==> config.mk <==
export PLATFORM = sky130hd
export DESIGN_NAME = axi_write_buffer
export DESIGN_NICKNAME = d
export VERILOG_FILES = /design/src/rtl/axi_write_buffer_pkg.sv /design/src/rtl/axi_write_buffer_wbuf_store.sv /design/src/rtl/axi_write_buffer.sv
export SDC_FILE = /design/constraint.sdc
export NUM_CORES = 1
export LEC_CHECK = 0
export CORE_MARGIN = 4
export CORE_UTILIZATION = 45
export CTS_BUF_LIST = sky130_fd_sc_hd__clkbuf_8
export DETAILED_ROUTE_END_ITERATION = 8
export MAX_ROUTING_LAYER = met4
export PLACE_DENSITY_LB_ADDON = 0.15
export SYNTH_ARGS = -nofsm -noshare
export SYNTH_HDL_FRONTEND = slang
export SYNTH_HIERARCHICAL = 1
export SYNTH_SLANG_ARGS = --single-unit
==> constraint.sdc <==
create_clock -name clk -period 8.55 [get_ports clk]
set_clock_uncertainty 0.1 [all_clocks]
set_input_delay 1.2825 -clock clk [delete_from_list [all_inputs] [get_ports clk]]
set_output_delay 1.2825 -clock clk [all_outputs]
set_load 0.03 [all_outputs]
==> src/rtl/axi_write_buffer_pkg.sv <==
`default_nettype none
// ============================================================================
// Package : common_defs
// Brief   : Shared types and AXI constants for the posted-write buffer.
// Rev     : 1.0 - initial release
// ============================================================================
package common_defs;

    localparam int BLOCK_WIDTH = 128;
    localparam int WORD_WIDTH  = 32;
    localparam int ADDR_WIDTH  = 32;

    localparam logic [2:0] AXI_SIZE_WORD  = 3'b010;
    localparam logic [1:0] AXI_BURST_INCR = 2'b01;
    localparam logic [7:0] AXI_LEN_BLOCK  = 8'd3;
    localparam logic [7:0] AXI_LEN_WORD   = 8'd0;

    typedef struct packed {
        logic                   is_block;
        logic [ADDR_WIDTH-1:0]  addr;
        logic [BLOCK_WIDTH-1:0] data;
        logic [3:0]             strb;
    } wbuf_entry_t;

    typedef enum logic [1:0] {
        IDLE = 2'd0,
        AW   = 2'd1,
        W    = 2'd2,
        B    = 2'd3
    } wbuf_state_t;

    // Word idx of a block, word0 in the least significant lane.
    function automatic logic [WORD_WIDTH-1:0] block_word(
        input logic [BLOCK_WIDTH-1:0] data,
        input logic [1:0]             idx
    );
        return data[WORD_WIDTH*idx +: WORD_WIDTH];
    endfunction

endpackage
`default_nettype wire

==> src/rtl/axi_write_buffer_wbuf_store.sv <==
`default_nettype none
// ============================================================================
// Module : wbuf_store
// Brief  : Circular entry FIFO with head/tail/count and read-address matching.
// Rev    : 1.0 - initial release
// ============================================================================
module wbuf_store
    import common_defs::*;
#(
    parameter int DEPTH = 4
) (
    input  logic                     clk,
    input  logic                     rstn,
    input  logic                     i_push,
    input  wbuf_entry_t              i_entry,
    input  logic                     i_pop,
    input  logic [27:0]              i_lookup_tag,
    output wbuf_entry_t              o_head,
    output logic [$clog2(DEPTH):0]   o_count,
    output logic                     o_conflict
);

    localparam int PTR_W = $clog2(DEPTH);

    wbuf_entry_t        r_mem [DEPTH];
    logic [DEPTH-1:0]   r_valid;
    logic [PTR_W-1:0]   r_head;
    logic [PTR_W-1:0]   r_tail;
    logic [PTR_W:0]     r_count;
    logic [DEPTH-1:0]   w_hit;

    // Payload storage carries no reset; r_valid qualifies every use of it.
    always_ff @(posedge clk) begin
        if (i_push) begin
            r_mem[r_tail] <= i_entry;
        end
    end

    always_ff @(posedge clk or negedge rstn) begin
        if (!rstn) begin
            r_valid <= '0;
            r_head  <= '0;
            r_tail  <= '0;
            r_count <= '0;
        end else begin
            if (i_pop) begin
                r_valid[r_head] <= 1'b0;
                r_head          <= r_head + 1'b1;
            end
            if (i_push) begin
                r_valid[r_tail] <= 1'b1;
                r_tail          <= r_tail + 1'b1;
            end
            case ({i_push, i_pop})
                2'b10:   r_count <= r_count + 1'b1;
                2'b01:   r_count <= r_count - 1'b1;
                default: r_count <= r_count;
            endcase
        end
    end

    generate
        for (genvar gi = 0; gi < DEPTH; gi++) begin : g_cmp
            assign w_hit[gi] = r_valid[gi] && (r_mem[gi].addr[31:4] == i_lookup_tag);
        end
    endgenerate

    assign o_conflict = |w_hit;
    assign o_head     = r_mem[r_head];
    assign o_count    = r_count;

endmodule
`default_nettype wire

==> src/rtl/axi_write_buffer.sv <==
`default_nettype none
// ============================================================================
// Module : axi_write_buffer
// Brief  : Posted-write buffer draining cache evictions/stores to AXI AW/W/B.
// Rev    : 1.0 - initial release
// ============================================================================
module axi_write_buffer
    import common_defs::*;
#(
    parameter int         DEPTH   = 4,
    parameter logic [3:0] AXI_WID = 4'd1
) (
    input  logic         clk,
    input  logic         rstn,
    input  logic         wb_valid,
    output logic         wb_ready,
    input  logic         wb_is_block,
    input  logic [31:0]  wb_addr,
    input  logic [127:0] wb_block,
    input  logic [31:0]  wb_word,
    input  logic [3:0]   wb_strb,
    input  logic [31:0]  lookup_addr,
    output logic         lookup_conflict,
    output logic         empty,
    output logic [3:0]   awid,
    output logic [31:0]  awaddr,
    output logic [7:0]   awlen,
    output logic [2:0]   awsize,
    output logic [1:0]   awburst,
    output logic [1:0]   awlock,
    output logic [3:0]   awcache,
    output logic [2:0]   awprot,
    output logic         awvalid,
    input  logic         awready,
    output logic [3:0]   wid,
    output logic [31:0]  wdata,
    output logic [3:0]   wstrb,
    output logic         wlast,
    output logic         wvalid,
    input  logic         wready,
    input  logic [3:0]   bid,
    input  logic [1:0]   bresp,
    input  logic         bvalid,
    output logic         bready
);

    localparam int                CNT_W  = $clog2(DEPTH) + 1;
    localparam logic [CNT_W-1:0]  C_FULL = CNT_W'(DEPTH);

    wbuf_state_t        r_state;
    wbuf_state_t        w_state_next;
    logic [1:0]         r_beat;
    logic [1:0]         w_beat_next;
    logic               w_push;
    logic               w_pop;
    logic               w_last;
    logic [7:0]         w_len;
    logic [CNT_W-1:0]   w_count;
    logic               w_conflict;
    wbuf_entry_t        w_entry;
    wbuf_entry_t        w_head;
    logic               w_unused;

    assign w_unused = ^{bid, bresp, lookup_addr[3:0]};

    // Word stores keep their data in lane 0 so beat 0 selects it like a block.
    always_comb begin
        w_entry          = '0;
        w_entry.is_block = wb_is_block;
        w_entry.addr     = wb_addr;
        w_entry.data     = wb_is_block ? wb_block : {96'b0, wb_word};
        w_entry.strb     = wb_is_block ? 4'hf : wb_strb;
    end

    assign wb_ready = (w_count != C_FULL);
    assign w_push   = wb_valid && wb_ready;

    wbuf_store #(
        .DEPTH (DEPTH)
    ) u_store (
        .clk          (clk),
        .rstn         (rstn),
        .i_push       (w_push),
        .i_entry      (w_entry),
        .i_pop        (w_pop),
        .i_lookup_tag (lookup_addr[31:4]),
        .o_head       (w_head),
        .o_count      (w_count),
        .o_conflict   (w_conflict)
    );

    assign w_len  = w_head.is_block ? AXI_LEN_BLOCK : AXI_LEN_WORD;
    assign w_last = (r_beat == w_len[1:0]);

    always_ff @(posedge clk or negedge rstn) begin
        if (!rstn) begin
            r_state <= IDLE;
            r_beat  <= 2'd0;
        end else begin
            r_state <= w_state_next;
            r_beat  <= w_beat_next;
        end
    end

    // Leaving IDLE on the accepting edge puts awvalid up the cycle after a push.
    always_comb begin
        w_state_next = r_state;
        w_beat_next  = r_beat;
        w_pop        = 1'b0;
        case (r_state)
            IDLE: begin
                if ((w_count != '0) || w_push) begin
                    w_state_next = AW;
                end
            end
            AW: begin
                if (awready) begin
                    w_state_next = W;
                    w_beat_next  = 2'd0;
                end
            end
            W: begin
                if (wready) begin
                    if (w_last) begin
                        w_state_next = B;
                    end else begin
                        w_beat_next = r_beat + 2'd1;
                    end
                end
            end
            B: begin
                if (bvalid) begin
                    w_pop        = 1'b1;
                    w_state_next = IDLE;
                end
            end
            default: w_state_next = IDLE;
        endcase
    end

    assign awid    = AXI_WID;
    assign awaddr  = w_head.addr;
    assign awlen   = w_len;
    assign awsize  = AXI_SIZE_WORD;
    assign awburst = AXI_BURST_INCR;
    assign awlock  = 2'b00;
    assign awcache = 4'h0;
    assign awprot  = 3'h0;
    assign awvalid = (r_state == AW);

    assign wid    = AXI_WID;
    assign wdata  = block_word(w_head.data, r_beat);
    assign wstrb  = w_head.strb;
    assign wvalid = (r_state == W);
    assign wlast  = wvalid && w_last;

    assign bready = (r_state == B);

    assign lookup_conflict = w_conflict;
    assign empty           = (w_count == '0) && (r_state == IDLE);

endmodule
`default_nettype wire

==> results of run 1 <==
## flip-flops by register name (all words and copies together), names as in the netlist
signal,flops
u_store/r_mem,660
u_store/r_valid,4
r_beat,2
u_store/r_head,2
r_state,2
u_store/o_count,3
u_store/r_tail,2
## area by class of cell
cell class,count,area share
well taps,837,0.0310
multi-input cells,576,0.216
flip-flops and latches,675,0.598
repair buffers,323,0.0959
diodes,12,0.000889
clock inverters,84,0.0111
clock buffers,113,0.0460
inverters,12,0.00133
## worst max path at each step
| stage | from | end | slack [ns] | depth (start not counted) |
|---|---|---|---|---|
| after floorplan | wb_valid | u_store/r_mem[0][0]$_DFFE_PP_ | 2.57 | 2 |
| after global placement | lookup_addr[12] | lookup_conflict | 3.38 | 7 |
| after detailed placement | lookup_addr[12] | lookup_conflict | 3.37 | 7 |
| after CTS | u_store/r_head[0]$_DFFE_PN0P_ | wdata[10] | 2.73 | 4 |
| after global routing | u_store/r_head[0]$_DFFE_PN0P_ | wdata[10] | 2.62 | 4 |
| final | u_store/r_head[0]$_DFFE_PN0P_ | wdata[10] | 2.93 | 4 |
## routing by layer
metal	vias up	part of all wire	GRT usage	wire length [um]
met3	73	0.064	0.0429	3930
met2	412	0.50	0.302	30600
met1	7193	0.42	0.249	25900
li1	6111	-	-	-
met5	-	0	-	0
met4	0	0.017	0.0564	1020
## power groups by stage
stage,clock network [W],logic [W],registers (W)
floorplan,0,0.00273,0.00468
global placement,0,0.00393,0.00471
detailed placement,0,0.00394,0.00474
CTS,0.00255,0.00395,0.00468
global route,0.00271,0.00410,0.00473
finish,0.00246,0.00385,0.00466
## logic make-up after synthesis
family	share of synthesized area
other	0.000267
flip-flops	0.719
adder cells (fa/ha/maj)	0.00695
buffers and inverters	0.0250
XOR/XNOR	0.0365
AO/OA/AOI/OAI	0.00401
AND/OR/NAND/NOR	0.0365
multiplexers	0.172
## metrics by stage
stage | std cells | total power, W | hold slack [ns] | worst slack (ns) | instance area (um^2)
final | 2632 | 0.0110 | 0.378 | 2.93 | 33800
after global routing | 2632 | 0.0115 | 0.426 | 2.62 | 33800
after CTS | 2620 | 0.0112 | 0.382 | 2.73 | 33800
after detailed placement | 2423 | 0.00868 | 0.367 | 3.37 | 31800
after global placement | 2423 | 0.00864 | 0.370 | 3.38 | 31800
after floorplan | 1366 | 0.00742 | 0.350 | 2.57 | 28200
## cell usage in the layout, fill, tap and decap left out, drive strengths merged, types with 21 or more instances in the layout
| cell | instances |
|---|---|
| clkinv | 43 |
| nand4 | 21 |
| inv | 49 |
| and2 | 103 |
| conb | 28 |
| edfxtp | 660 |
| mux2 | 33 |
| clkbuf | 113 |
| xnor2 | 69 |
| clkdlybuf4s50 | 306 |
| mux4 | 197 |
| xor2 | 48 |
==> results by group, run 1 <==
STA
  – Max_slew headroom: 0.324
  – Final Critical Period: 5.62 ns
  – Period utilization: 0.657
  – Final setup viols: 0
  – Max Slew Vio Count: 0
  – Worst-Margin Slew: 1.01 ns
  – Max Fclk: 178 MHz
  – Setup TNS: 0 ns
  – Final Hold Fails: 0
  – RSZ-0062 raised after global routing: false

Synth
  – Post-synth top area share: 0.706
  – Main flop type after synthesis: edfxtp_1
  – Top cells by count, synth: edfxtp_1, mux4_2, and2_1
  – Post-synthesis cell area: 28100 um^2
  – Synth top area cells: edfxtp_1, mux4_2, and2_1
  – Sequential-to-total area share from yosys stat: 0.719
  – EDFF count, synth: 660
  – Synth Warn #: 6
  – Asr flop ratio synth: 0.0222
  – Cells after Synth: 1340
  – Most frequent cell after synthesis: edfxtp_1
  – Leading area contributor after synthesis: edfxtp_1
  – Syn Area/Cell: 21.0 um^2
  – #FFs+latches synth: 675
  – Netlist cell types: 38

Clock network
  – Hold-fix buffers at CTS: 0
  – CTS clk-pin slew, worst paths: 0.06 ns
  – Max Root-Sink Buffers: 3
  – # H-tree levels: 3
  – Num CTS Buffers: 109
  – Root buffer cell: clkbuf_8
  – Post-CTS sizing: 0
  – CTS tree: done
  – Clk_lat worst skew: 0.68 ns
  – Num Clock Sinks: 675
  – Post-CTS Setup Bufs: 0

Global route
  – Global-route wire length before repair: 92400 um
  – Grt total ovfl: 0
  – GR Util All Layers: 0.190
  – Largest net degree at the start of global routing: 148
  – Vias in the first global route: 15000
  – Initial antenna violation count: 14

Setup path
  – R2r endpoint: r_state[1]$_DFFE_PN0P_
  – CP Capture Type: output port
  – Reg2reg start: u_store/r_head[0]$_DFFE_PN0P_
  – Critical path required time: 7.17 ns
  – Most frequent CP cell: mux4_2
  – Crit Path Max Fanout: 37
  – Worst Path Buf+Inv: 2
  – Setup crit start kind: register
  – Crit path kind: reg -> out
  – Flop-to-flop setup slack: 5.22 ns
  – Critical-path top delay cell: dfrtp_4
  – Worst path arrival time: 4.23 ns
  – CP top delay family: buffers and inverters
  – CP Cell Sequence: buf_4 -> mux4_2 -> mux4_2 -> clkdlybuf4s50_1
  – Crit path largest cell delay: 0.91 ns
  – Reg2reg path depth: 6

Power
  – P_sw: 0.00356 W
  – Worst vdd ir: 0.000273 V
  – Clk network pwr share: 0.224
  – P_int: 0.00742 W
  – Leakage: 11.0 nW
  – Seq pwr share: 0.425
  – Switching Share: 0.324
  – Part of the power in combinational logic: 0.351
  – Power Dens Cells: 325 nW/um^2

Min path
  – Hold path start: u_store/r_valid[2]$_DFF_PN0_
  – Worst Hold Path Cells: 1
  – Worst hold path endpoint: u_store/r_valid[2]$_DFF_PN0_
  – Hold Path Class: reg -> reg

Placed design
  – Detailed Place HPWL: 36500 um
  – IO buf count: 307
  – Placer Congestion: 0.808

Routing
  – Post-route ant nets: 0
  – Total iterations of the first detailed-routing run: 5
  – DR DRC count: 0
  – Via count: 13800
  – Detailed Route Iter0 Violations: 850
  – Detailed Route WL: 61400 um
  – DR WL/cell: 23.3 um
  – DR vias/cell: 5.24

Floorplan
  – Die W: 258 um
  – Num ports: 346
  – Initial core utilization: 0.455
  – Placement row count: 91
  – Die area: 66500 um^2
  – Die height: 258 um
  – Core area: 61700 um^2

Finish
  – FF+latch area: 20200 um^2
  – Layout area overhead: 20.3%
  – Post-layout util: 0.548
  – Fillers: 4958
  – Multi-input gate area: 7290 um^2
  – Final net count: 1953
  – Share of cells above drive strength 1: 0.222

Status
  – Outcome: complete, no violations

Job
  – Max cap viols: 0
Note: power is estimated with default switching activity, not from simulation.
==> inputs of run 2 (changes only) <==
Clock period 8.55 ns to 5.4 ns, I/O delays scaled along.
==> run 2 against run 1 <==
Compared with the run above: worst setup slack got worse by 2.0 ns; sequential cell count unchanged; core utilization rose by 0.55 points; worst hold slack improved by 0.013 ns; non-clock buffer count up 5; first-iteration DRC count fell by 5.4%; sequential power is 59% higher; register-to-register slack worse by 2.6 ns.
==> results by group, run 2 (synthesis gave the netlist of run 1 again) <==
STA
  – Final Critical Period: 4.44 ns
  – Final setup viols: 0 (unchanged)
  – Max Slew Vio Count: 0 (unchanged)
  – Period utilization: 0.822
  – Worst-Margin Slew: 1.06 ns (was 1.01 ns)
  – RSZ-0062 raised after global routing: false (unchanged)
  – Setup TNS: 0 ns (unchanged)
  – Max_slew headroom: 0.296 (was 0.324)
  – Final hold slack: 0.391 ns (was 0.378 ns)
  – Max Fclk: 225 MHz
  – Final Hold Fails: 0 (unchanged)

Clock network
  – Max Root-Sink Buffers: 3 (unchanged)
  – CTS tree: done (unchanged)
  – Num CTS Buffers: 111 (was 109)
  – Root buffer cell: clkbuf_8 (unchanged)
  – Num Clock Sinks: 675 (unchanged)
  – CTS clk-pin slew, worst paths: 0.05 ns (was 0.06 ns)
  – Post-CTS sizing: 0 (unchanged)
  – Clk_lat worst skew: 0.67 ns (was 0.68 ns)
  – # H-tree levels: 3 (unchanged)
  – Post-CTS Setup Bufs: 0 (unchanged)
  – Hold-fix buffers at CTS: 0 (unchanged)

Global route
  – Most used routing layer: met2 (unchanged)
  – Global-route wire length before repair: 92300 um (was 92400 um)
  – Initial antenna violation count: 5 (was 14)
  – Largest net degree at the start of global routing: 76 (was 148)
  – GR Util All Layers: 0.189 (was 0.190)
  – Met3 Usage GRT: 0.0405 (was 0.0429)
  – Routing usage on met1: 0.252 (was 0.249)
  – GR Layer Usage met2: 0.301 (was 0.302)
  – Grt total ovfl: 0 (unchanged)
  – Vias in the first global route: 15000 (about the same)

Setup path
  – Crit path kind: reg -> out (unchanged)
  – Setup crit start kind: register (unchanged)
  – CP Cell Sequence: buf_12 -> mux4_2 -> and3_2 -> nor2_1 -> nor2_1 -> clkdlybuf4s50_1 (was buf_4 -> mux4_2 -> mux4_2 -> clkdlybuf4s50_1)
  – Crit Path Max Fanout: 53 (was 37)
  – Worst Setup SP: u_store/r_head[1]$_DFFE_PN0P_ (was u_store/r_head[0]$_DFFE_PN0P_)
  – Worst Path Buf+Inv: 2 (unchanged)
  – Crit path largest cell delay: 0.83 ns (was 0.91 ns)
  – CP Capture Type: output port (unchanged)
  – Critical-path top delay cell: dfrtp_4 (unchanged)
  – Critical path required time: 4.49 ns (was 7.17 ns)
  – Most frequent CP cell: nor2_1 (was mux4_2)
  – CP top delay family: buffers and inverters (unchanged)
  – Worst path arrival time: 3.53 ns (was 4.23 ns)
  – Reg2reg start: u_store/r_head[1]$_DFFE_PN0P_ (was u_store/r_head[0]$_DFFE_PN0P_)

Placed design
  – Detailed Place HPWL: 36900 um (was 36500 um)
  – IO buf count: 307 (unchanged)
  – Placed Area: 32000 um^2 (was 31800 um^2)
  – Placer Congestion: 0.769 (was 0.808)

Floorplan
  – Die W: 258 um (unchanged)
  – Core area: 61700 um^2 (unchanged)
  – Initial core utilization: 0.455 (unchanged)
  – Die height: 258 um (unchanged)
  – Placement row count: 91 (unchanged)
  – Num ports: 346 (unchanged)
  – Die area: 66500 um^2 (unchanged)

Routing
  – DR WL/cell: 23.3 um (about the same)
  – Total iterations of the first detailed-routing run: 5 (unchanged)
  – DR DRC count: 0 (unchanged)
  – Detailed Route Iter0 Violations: 804 (was 850)
  – Detailed Route WL: 61400 um (about the same)
  – Via count: 13800 (about the same)
  – Post-route ant nets: 0 (unchanged)
  – DR vias/cell: 5.23 (was 5.24)

Finish
  – Largest register FFs: 660 (unchanged)
  – Fillers: 4893 (was 4958)
  – Final net count: 1960 (was 1953)
  – Commonest non-fill, non-tap cell in the layout: edfxtp_1 (unchanged)
  – Commonest non-fill, non-tap cells in the layout: edfxtp_1, clkdlybuf4s50_1, mux4_2, clkbuf_8, and2_1 (unchanged)
  – Design area: 34100 um^2 (was 33800 um^2)
  – Largest Register: u_store/r_mem (unchanged)
  – Layout area overhead: 21.5% (was 20.3%)
  – Multi-input gate area: 7290 um^2 (unchanged)
  – FF+latch area: 20200 um^2 (unchanged)
  – Share of cells above drive strength 1: 0.225 (was 0.222)

Job
  – Max cap viols: 0 (unchanged)

Power
  – Power Dens Cells: 522 nW/um^2 (was 325 nW/um^2)
  – Leakage: 11.2 nW (was 11.0 nW)
  – Worst vdd ir: 0.000391 V (was 0.000273 V)

Status
  – Outcome: complete, no violations (unchanged)

Min path
  – Hold Path Class: reg -> reg (unchanged)
  – Hold path start: u_store/r_valid[1]$_DFF_PN0_ (was u_store/r_valid[2]$_DFF_PN0_)
==> run 2: worst paths after layout <==
| check | endpoint | slack [ns] | cells past startpoint |
|---|---|---|---|
| worst max register to register | r_state[1]$_DFFE_PN0P_ | 2.60 | 6 |
| max in group asynchronous | u_store/r_head[1]$_DFFE_PN0P_ | 4.17 | 1 |
| min in group asynchronous | r_state[1]$_DFFE_PN0P_ | 0.48 | 1 |
| worst min register to register | u_store/r_valid[1]$_DFF_PN0_ | 0.39 | 1 |
| worst max-delay path | wlast | 0.96 | 6 |
| worst min-delay path | u_store/r_valid[1]$_DFF_PN0_ | 0.39 | 1 |
==> run 2: metal layers <==
layer	wire length (um)	share of wire	vias to the layer above
li1	-	-	6132
met1	26400	0.43	7225
met2	30600	0.50	392
met3	3640	0.059	61
met4	818	0.013	0
met5	0	0	-
==> run 2: power by group <==
group          total [W]  switching (W)  leakage (nW)  internal [W]
logic            0.00614        0.00327          3.71       0.00287
registers        0.00739       0.000445          6.27       0.00694
clock network    0.00429        0.00196          1.21       0.00232
total             0.0178        0.00568          11.2        0.0121
==> run 2: layout make-up <==
| cell class | count | share of cell area |
|---|---|---|
| antenna | 5 | 0.000367 |
| clock buffer | 113 | 0.0456 |
| clock inverter | 94 | 0.0174 |
| inverter | 12 | 0.00132 |
| multi-input combinational | 576 | 0.214 |
| sequential | 675 | 0.592 |
| tap | 837 | 0.0307 |
| timing repair buffer | 328 | 0.0990 |
==> run 2: through the flow <==
step / setup WS, ns / utilization / total power (W) / cells
2_1_floorplan: 1.75 / - / 0.0116 / 1366
3_3_place_gp: 1.18 / 0.518 / 0.0137 / 2428
3_5_place_dp: 1.15 / 0.518 / 0.0138 / 2428
4_1_cts: 0.817 / 0.553 / 0.0181 / 2635
5_1_grt: 0.750 / 0.553 / 0.0187 / 2640
6_report: 0.962 / 0.553 / 0.0178 / 2640
==> inputs of run 3 (changes only) <==
Clock period 5.4 ns to 4.4 ns, I/O delays scaled along.
==> run 3 against run 2 <==
Compared with the run above: register-to-register slack worse by 0.80 ns; global-route usage is 0.19 points higher; total power is 23% higher; clock-buffer cell count is 1 lower; non-clock buffer count is 19 higher; via count is 0.61% higher; sequential share of layout area is 0.22 points lower; sequential power is 22% higher; cell count is 0.49% higher; worst setup slack worse by 0.68 ns; first-iteration DRC count is 5.5% lower; critical path type unchanged; critical endpoint is now wdata[29].
==> results by group, run 3 (synthesis gave the netlist of run 1 again) <==
STA
  – Setup TNS: 0 ns (unchanged)
  – Final Hold Fails: 0 (unchanged)
  – Final setup viols: 0 (unchanged)
  – Final worst setup slack: 0.285 ns (was 0.962 ns)
  – Period utilization: 0.935
  – Max Slew Vio Count: 0 (unchanged)
  – Max_slew headroom: 0.396 (was 0.296)
  – Max Fclk: 243 MHz
  – Worst-Margin Slew: 0.906 ns (was 1.06 ns)
  – RSZ-0062 raised after global routing: false (unchanged)
  – Final Critical Period: 4.11 ns

Finish
  – Design area: 34300 um^2 (was 34100 um^2)
  – Layout area overhead: 22.0% (was 21.5%)
  – Final net count: 1977 (was 1960)
  – Post-layout util: 0.555 (was 0.553)
  – Share of cells above drive strength 1: 0.232 (was 0.225)
  – Commonest non-fill, non-tap cells in the layout: edfxtp_1, clkdlybuf4s50_1, mux4_2, clkbuf_8, and2_1 (unchanged)
  – Largest register FFs: 660 (unchanged)
  – Largest Register: u_store/r_mem (unchanged)
  – Commonest non-fill, non-tap cell in the layout: edfxtp_1 (unchanged)
  – Fillers: 4901 (was 4893)

Status
  – Outcome: complete, no violations (unchanged)

Clock network
  – Num Clock Sinks: 675 (unchanged)
  – Num CTS Buffers: 109 (was 111)
  – CTS tree: done (unchanged)
  – Root buffer cell: clkbuf_8 (unchanged)
  – Max Root-Sink Buffers: 3 (unchanged)
  – Clk_lat worst skew: 0.69 ns (was 0.67 ns)
  – # H-tree levels: 3 (unchanged)
  – Hold-fix buffers at CTS: 0 (unchanged)
  – CTS clk-pin slew, worst paths: 0.06 ns (was 0.05 ns)

Global route
  – Largest net degree at the start of global routing: 66 (was 76)
  – Grt total ovfl: 0 (unchanged)
  – GR Util All Layers: 0.191 (was 0.189)
  – Initial antenna violation count: 8 (was 5)
  – Vias in the first global route: 15000 (about the same)
  – Global-route wire length before repair: 92600 um (was 92300 um)

Routing
  – DR WL/cell: 23.4 um (was 23.3 um)
  – Via count: 13900 (was 13800)
  – Detailed Route Iter0 Violations: 760 (was 804)
  – Detailed Route WL: 62200 um (was 61400 um)
  – Total iterations of the first detailed-routing run: 5 (unchanged)
  – DR vias/cell: 5.24 (was 5.23)
  – Post-route ant nets: 0 (unchanged)
  – DR DRC count: 0 (unchanged)

Floorplan
  – Die area: 66500 um^2 (unchanged)
  – Die height: 258 um (unchanged)
  – Initial core utilization: 0.455 (unchanged)
  – Die W: 258 um (unchanged)
  – Core area: 61700 um^2 (unchanged)
  – Placement row count: 91 (unchanged)
  – Num ports: 346 (unchanged)

Setup path
  – CP Capture Type: output port (unchanged)
  – Crit path largest cell delay: 0.61 ns (was 0.83 ns)
  – CP Cell Sequence: buf_12 -> buf_4 -> mux4_2 -> mux4_2 -> clkdlybuf4s50_1 (was buf_12 -> mux4_2 -> and3_2 -> nor2_1 -> nor2_1 -> clkdlybuf4s50_1)
  – Crit path kind: reg -> out (unchanged)
  – Setup crit start kind: register (unchanged)
  – Critical path required time: 3.64 ns (was 4.49 ns)
  – Worst Path Buf+Inv: 3 (was 2)
  – Crit Path Max Fanout: 14 (was 53)
  – Most frequent CP cell: mux4_2 (was nor2_1)
  – Critical-path top delay cell: clkdlybuf4s50_1 (was dfrtp_4)
  – Worst path arrival time: 3.35 ns (was 3.53 ns)
  – CP top delay family: buffers and inverters (unchanged)

Power
  – Power Dens Cells: 638 nW/um^2 (was 522 nW/um^2)
  – Worst vdd ir: 0.000295 V (was 0.000391 V)
  – Leakage: 11.3 nW (was 11.2 nW)

Placed design
  – Detailed Place HPWL: 38900 um (was 36900 um)
  – Place WS: 0.506 ns (was 1.15 ns)
  – Placed Area: 32200 um^2 (was 32000 um^2)
  – IO buf count: 307 (unchanged)
  – Placer Congestion: 0.803 (was 0.769)

Min path
  – Hold Path Class: in -> async (was reg -> reg)

Job
  – Max cap viols: 0 (unchanged)
[run 3: per-layer routing]
metal | part of all wire | GRT usage
met1 | 0.42 | 0.251
met2 | 0.50 | 0.306
met3 | 0.060 | 0.0433
met4 | 0.018 | 0.0524
met5 | 0 | -
[run 3: worst paths after layout]
check                                         startpoint                            to  depth (start not counted)  slack, ns
min reg2reg                 u_store/r_valid[0]$_DFF_PN0_  u_store/r_valid[0]$_DFF_PN0_                          1       0.39
min                                                 rstn  u_store/r_valid[2]$_DFF_PN0_                          1       0.30
max reg2reg                u_store/r_head[0]$_DFFE_PN0P_        r_state[1]$_DFFE_PN0P_                          6       1.80
max                        u_store/r_head[0]$_DFFE_PN0P_                     wdata[29]                          5       0.29
max in group asynchronous                           rstn         r_beat[0]$_DFFE_PN0P_                          1       3.34
min in group clk            u_store/r_valid[0]$_DFF_PN0_  u_store/r_valid[0]$_DFF_PN0_                          1       0.39
[run 3: area by class of cell]
type	count	area, um^2	area share
diodes	7	17.5	0.000511
clock buffers	112	1540	0.0450
clock inverters	87	513	0.0150
inverters	12	45.0	0.00131
multi-input cells	576	7290	0.213
flip-flops and latches	675	20200	0.590
well taps	837	1050	0.0306
repair buffers	347	3600	0.105
[run 3: through the flow]
| step | total power [W] | hold slack, ns | std cells |
|---|---|---|---|
| 6_report | 0.0219 | 0.298 | 2653 |
| 5_1_grt | 0.0229 | 0.315 | 2653 |
| 4_1_cts | 0.0222 | 0.236 | 2643 |
| 3_5_place_dp | 0.0171 | 0.379 | 2444 |
| 3_3_place_gp | 0.0170 | 0.370 | 2444 |
| 2_1_floorplan | 0.0143 | 0.264 | 1366 |
[run 3: repair_timing]
item                                    in CTS  in global routing
endpoints found under the setup margin       0                  1
resized for setup                            0                  0
endpoints found under the hold margin        0                  0
setup buffers                                0                  3
[run 3: report_power, final]
group	switching, W	leakage (nW)	internal, W
registers	0.000478	6.27	0.00852
clock network	0.00239	1.18	0.00270
logic	0.00412	3.82	0.00366
